[config.mk]
export PLATFORM = sky130hd
export DESIGN_NAME = pri_decoder_seq
export DESIGN_NICKNAME = d
export VERILOG_FILES = /design/src/rtl/pri_decoder_seq.sv
export SDC_FILE = /design/constraint.sdc
export NUM_CORES = 1
export LEC_CHECK = 0
export CAP_MARGIN = 20
export CORE_ASPECT_RATIO = 0.9
export CORE_MARGIN = 2
export CORE_UTILIZATION = 46
export DETAILED_ROUTE_END_ITERATION = 8
export HOLD_SLACK_MARGIN = 0.08
export PLACE_DENSITY = 0.69
export SYNTH_ARGS = -nofsm -noshare
export SYNTH_HDL_FRONTEND = slang
export SYNTH_SLANG_ARGS = --single-unit
[constraint.sdc]
create_clock -name clk -period 1.5 [get_ports clk]
set_input_delay 0.375 -clock clk [delete_from_list [all_inputs] [get_ports clk]]
set_output_delay 0.375 -clock clk [all_outputs]
set_load 0.03 [all_outputs]
[src/rtl/pri_decoder_seq.sv]
// pri_decoder_seq: sequential 3-to-8 index decoder with a timed one-hot strobe.
// It accepts a 3-bit line index over valid/ready, drives the one-hot line on y
// for PULSE_LEN cycles and then holds off new requests for GAP_LEN cycles.
//
// Ports:
//   clk       clock, rising edge
//   rst_n     synchronous active-low reset
//   in_valid  index request valid
//   in_ready  combinational accept, high only in IDLE
//   in_idx    3-bit line index
//   y         registered one-hot strobe, zero when not driving
//   busy      registered, high while not IDLE
//   done      one-cycle pulse on normal strobe completion
//   err       one-cycle pulse on ack timeout (always 0 without PRIDEC_ACK_EN)
//   ack       per-line acknowledge (PRIDEC_ACK_EN only)
//
// Build option: define PRIDEC_ACK_EN to end the strobe on ack[idx] with a
// TIMEOUT-cycle limit instead of the fixed PULSE_LEN width.
module pri_decoder_seq #(
  parameter int unsigned PULSE_LEN = 4,
  parameter int unsigned GAP_LEN   = 1,
  parameter int unsigned TIMEOUT   = 16
) (
  input  logic       clk,
  input  logic       rst_n,
  input  logic       in_valid,
  output logic       in_ready,
  input  logic [2:0] in_idx,
  output logic [7:0] y,
  output logic       busy,
  output logic       done,
  output logic       err
`ifdef PRIDEC_ACK_EN
  ,
  input  logic [7:0] ack
`endif
);

  localparam int unsigned LINES = 8;
  localparam int unsigned CNT_W = 8;

`ifdef PRIDEC_ACK_EN
  localparam bit ACK_MODE = 1'b1;
`else
  localparam bit ACK_MODE = 1'b0;
`endif

  // DRIVE length comes from TIMEOUT in ack mode, PULSE_LEN otherwise; 0 acts as 1.
  localparam int unsigned DRIVE_LEN = ACK_MODE ? TIMEOUT : PULSE_LEN;
  localparam logic [CNT_W-1:0] DRIVE_LD = (DRIVE_LEN == 0) ? '0 : CNT_W'(DRIVE_LEN - 1);
  localparam logic [CNT_W-1:0] GAP_LD   = (GAP_LEN == 0) ? '0 : CNT_W'(GAP_LEN - 1);

  typedef enum logic [1:0] {
    ST_IDLE  = 2'd0,
    ST_DRIVE = 2'd1,
    ST_GAP   = 2'd2
  } state_e;

  state_e           state_q, state_d;
  logic [CNT_W-1:0] cnt_q, cnt_d;
  logic [2:0]       idx_q, idx_d;
  logic [LINES-1:0] y_q, y_d;
  logic             busy_q, busy_d;
  logic             done_q, done_d;
  logic             err_q, err_d;
  logic             drive_end;

  // State and output registers.
  always_ff @(posedge clk) begin
    if (!rst_n) begin
      state_q <= ST_IDLE;
      cnt_q   <= '0;
      idx_q   <= '0;
      y_q     <= '0;
      busy_q  <= 1'b0;
      done_q  <= 1'b0;
      err_q   <= 1'b0;
    end else begin
      state_q <= state_d;
      cnt_q   <= cnt_d;
      idx_q   <= idx_d;
      y_q     <= y_d;
      busy_q  <= busy_d;
      done_q  <= done_d;
      err_q   <= err_d;
    end
  end

  // Next-state and registered-output logic.
  always_comb begin
    state_d   = state_q;
    cnt_d     = cnt_q;
    idx_d     = idx_q;
    y_d       = '0;
    done_d    = 1'b0;
    err_d     = 1'b0;
    drive_end = 1'b0;

    case (state_q)
      ST_IDLE: begin
        // in_ready is high throughout IDLE, so in_valid alone accepts.
        if (in_valid) begin
          idx_d   = in_idx;
          cnt_d   = DRIVE_LD;
          y_d     = LINES'(1) << in_idx;
          state_d = ST_DRIVE;
        end
      end

      ST_DRIVE: begin
        y_d   = LINES'(1) << idx_q;
        cnt_d = cnt_q - CNT_W'(1);
`ifdef PRIDEC_ACK_EN
        // Matching ack wins over a coincident timeout.
        if (ack[idx_q]) begin
          drive_end = 1'b1;
          done_d    = 1'b1;
        end else if (cnt_q == '0) begin
          drive_end = 1'b1;
          err_d     = 1'b1;
        end
`else
        if (cnt_q == '0) begin
          drive_end = 1'b1;
          done_d    = 1'b1;
        end
`endif
        if (drive_end) begin
          y_d = '0;
          if (GAP_LEN == 0) begin
            state_d = ST_IDLE;
            cnt_d   = '0;
          end else begin
            state_d = ST_GAP;
            cnt_d   = GAP_LD;
          end
        end
      end

      ST_GAP: begin
        cnt_d = cnt_q - CNT_W'(1);
        if (cnt_q == '0) begin
          state_d = ST_IDLE;
          cnt_d   = '0;
        end
      end

      default: begin
        state_d = ST_IDLE;
        cnt_d   = '0;
      end
    endcase

    busy_d = (state_d != ST_IDLE);
  end

  assign in_ready = (state_q == ST_IDLE);
  assign y        = y_q;
  assign busy     = busy_q;
  assign done     = done_q;
  assign err      = err_q;

endmodule

* Word-level counts from Yosys, hierarchy flattened
Cells that the tools add are included.
** Storage, ports and cells
- Flip-flop bits (word level) :: 23
- Latch bits :: 0
- RAM bits :: 0
- Memory bits (read-only) :: 0
- Input bits :: 6
- Output and inout bits :: 12
- Memories kept :: 0
** Operators by class
- Add/sub/neg operators :: 1
- $mul :: 0
- Divide/modulo/power cells :: 0
- Order comparisons :: 0
- Eq/ne operators :: 3
- Shifts and indexed selects :: 2
- Muxes and demuxes :: 13
- Bitwise logic cells :: 0
- Reduce and logical (&&, ||, !) cells :: 5
** Operators with widths (count)
- 2-to-1 mux 8 bit :: 5
- one-hot mux 8 bit (3 select lines) :: 1
- one-hot mux 8 bit (2 select lines) :: 1
- << shifter 1 x 3 -> 8 bit (first input constant) :: 2
- logical NOT 8 bit :: 1
- subtractor 8 x 1 -> 8 bit (second input constant) :: 1
- 2-to-1 mux 2 bit :: 3
- one-hot mux 2 bit (3 select lines) :: 1
- AND reduction 2 bit :: 2
- equality test 2 x 1 -> 1 bit (second input constant) :: 1
- equality test 2 bit (second input constant) :: 1
- logical NOT 2 bit :: 1
- 2-to-1 mux 1 bit :: 2
- inequality test 2 bit (second input constant) :: 1
- nonzero test 2 bit :: 1

* Longest topological paths before layout
- Word-level depth :: 6
- Gate-level depth with buffers :: 7
- Gate-level depth less buffers :: 6

* Worst setup path before layout
Ideal clock, no wire load.
- Kind :: flip-flop to flip-flop
- From :: register state_q[0]
- To :: register cnt_q[2]
- Arrival :: 1.607 ns
- Data required time :: 1.367 ns
- Setup slack :: -0.240 ns
- Stages on the path, launching flop included :: 7
- Path buffers :: 1
- Period minus slack after synthesis :: 1.740 ns
- Path through :: dfxtp_1 > inv_1 > ha_1 > clkbuf_1 > nor2b_1 > o21ai_0 > nor2_1
** Between the ends
- Word-level cells in the longest chain between the ends :: 2
** RTL lines
- start, declared :: line 59 : state_e state_q, state_d;
- start signal, assigned :: line 79 : state_q <= state_d;
- logical NOT 2 bit (*)
- named net in_ready :: line 27 : output logic in_ready,
- one-hot mux 8 bit (3 select lines) or inequality test 2 bit (tied branches)
- end signal, assigned :: line 80 : cnt_q <= cnt_d;
- end, declared :: line 60 : logic [CNT_W-1:0] cnt_q, cnt_d;
Mark *: on every way through the listed nets, which the timed path passes. The rest lies on a longest branch.
A chain may end at the register's enable or synchronous reset.

* Final worst setup path
- From :: register cnt_q[2]
- To :: register y_q[5] (netlist: y[5])
** Between the ends
- Word-level cells in the longest chain between the ends :: 5
** RTL lines
- logical NOT 8 bit :: line 123 : if (cnt_q == '0) begin
- 2-to-1 mux 1 bit :: line 123
- 2-to-1 mux 1 bit :: line 99 : case (state_q)
- 2-to-1 mux 8 bit :: line 128 : if (drive_end) begin
- one-hot mux 8 bit (2 select lines) :: line 99
- end signal, assigned :: line 82 : y_q <= y_d;
- end, declared :: line 62 : logic [LINES-1:0] y_q, y_d;
No other way between the ends. The select of a mux whose other input is x is not followed.

==> run metrics <==
worst hold path class flip-flop to flip-flop; DRC viols 0; Worst Hold Depth 2; Setup Crit Path Kind flip-flop to flip-flop; total power 2.79 mW; PwrDens 1770 nW/um2; first-pass GRT wire length 4.31 mm; R2R setup slack -0.05 ns; Port Buffers 16; Worst Setup End Kind flip-flop; all-layer global routing usage 0.193; Starting DRT DRC Count 12; unrepaired setup endpoints after global routing true; WL per Instance 13.9 um; Area Overhead vs Synth 40.2%; post-synthesis cell area 1130 um2; Sink Count 23; Diodes inserted 0; design area 1580 um2; setup violators final 1; final WL 2.70 mm; Seq/Total Area, Yosys 0.408; Area after DPL 1450 um2; syn_nets 141; fin cells 194; initial antenna violation count 0; clock skew 0.00380 ns; WP data required 1.71 ns; FFs w/ async S/R, synth 0; final hold violation count 0; root buffer cell clkbuf_4; die area 2860 um2; Setup TNS -0.0492 ns; Fill cells 204; Placer Congestion 0.859; Final min period 1.55 ns; Clock transition at path regs 0.13 ns; fmax 645 MHz; post-layout util 0.663; Synth Warn # 0; pin count of the biggest net entering global routing 14; Post-synth EDFFs 0; H-tree depth 1; number of nets with antenna violations after routing 0; Slew Viols, Final 0; r2r endpoint y[5]; CP Data Arrival Time 1.76 ns; crit share post-route 1.03; Hold Startpoint idx_q[1]; worst setup margin -0.0492 ns; vias per inst 5.59; Initial DRT Pass Iterations 4; synthesized flop and latch total 23; num ports 18; initial core utilization 0.473; Synth cell types 34; Pleak 0.694 nW; Core Box Area 2380 um2; buffer levels on the longest clock path 2; ys flop type dfxtp_1; clk_lat worst skew 0.31 ns; Synth Instances 129; placed cells 185; dominant cells by area after synthesis dfxtp_1, ha_1, nor2_1, nand3_1, a21oi_1; R2R cell count 4; Post-layout nets 179; Vias 1085; total grt overflow 0; number of max-cap violations 0; CP max FO 5; Synth top cells by count dfxtp_1, nor2_1, nand3_1; cts hold-fix bufs 0; pre-CTS WS -0.225 ns; end of the worst hold path idx_q[1]; outcome finished, violations left; largest area contributor in the netlist dfxtp_1; largest vdd supply drop 1170 uV; crit-path cells nor4_4 > or3b_4 > a32oi_2 > nor2_1; Synth top area share 0.408; Reg area 467 um2; Die W 56.2 um; CP peak stage delay 0.46 ns; top-count cell post-synth dfxtp_1; Die Height 51.0 um; worst reg2reg path startpoint cnt_q[2]; synthesized area per cell 8.74 um2; site row count 17; vias in the first global route 977; Fin Hold WS 0.548 ns; Crit-path slowest cell or3b_4; share of post-route cells with drive strength above 1 0.283; Startpoint Class flip-flop; area of the multi-input gates 717 um2; DP Wirelength 1.92 mm; CTS tree done; Critical Path Source cnt_q[2]; Num CTS Buffers 3; violated checks negative setup slack
## what timing repair did
action | CTS | global route
setup buffers | 4 | 1
endpoints found under the hold margin | 0 | 0
setup endpoints to repair | 13 | 17
pin swaps | 1 | 4
resized for setup | 12 | 14
## kinds of logic after synthesis
kind of cell,share of synthesized area
other cells,0.00333
xor+xnor,0.0388
flops,0.408
fa+ha+maj,0.0666
compound gates,0.153
simple gates,0.296
buf+inv,0.0333
## placed cells by master, fill, tap and decap left out, drive strengths merged, types with 4 or more instances in the layout
cell           Yosys  final
a21oi              8      8
buf                1     22
clkdlybuf4s50      0      5
dfxtp             23     23
dlygate4sd2        0     10
ha                 6      6
inv                5      5
nand2              9      9
nand3             10     10
nor2              16     16
xor2               4      4
## worst max-delay path, delay by kind of cell (launching register included)
kind | cells | cell delay, ns
flops | 1 | 0.36
simple gates | 3 | 0.86
compound gates | 1 | 0.24
## layer usage
layer | global-route usage | routed length, um | vias to the layer above
met2 | 0.325 | 1360 | 24
met3 | 0.0329 | 103 | 6
met4 | 0.0714 | 48 | 0
li1 | - | - | 533
met1 | 0.250 | 1190 | 522
met5 | 0 | 0 | -
## worst max path at each step
stage	end	slack (ns)	cells after the start
2_1_floorplan	y[5]	-0.007	4
3_3_place_gp	cnt_q[7]	-0.16	5
3_5_place_dp	cnt_q[5]	-0.23	5
4_1_cts	y[5]	-0.02	6
5_1_grt	y[5]	-0.12	4
6_report	y[5]	-0.05	4
## report_power, final
part | switching [mW] | total (mW) | leakage (nW) | internal [mW]
clock network | 0.189 | 0.289 | 0.0177 | 0.0996
logic | 0.834 | 1.67 | 0.487 | 0.837
registers | 0.0955 | 0.830 | 0.190 | 0.734
total | 1.12 | 2.79 | 0.694 | 1.67
## registers in the layout, indices dropped and copies added (netlist names)
| signal | cells |
|---|---|
| y | 8 |
| state_q | 2 |
| done | 1 |
| cnt_q | 8 |
| idx_q | 3 |
| busy | 1 |
## area by class of cell
type                            instances  share of cell area
Tap cell                               28              0.0222
Inverter                                5              0.0119
Clock buffer                            3              0.0143
Sequential cell                        23               0.295
Timing Repair Buffer                   37               0.200
Clock inverter                          1             0.00317
Multi-Input combinational cell         97               0.454
Power figures use the tool's default switching activity.
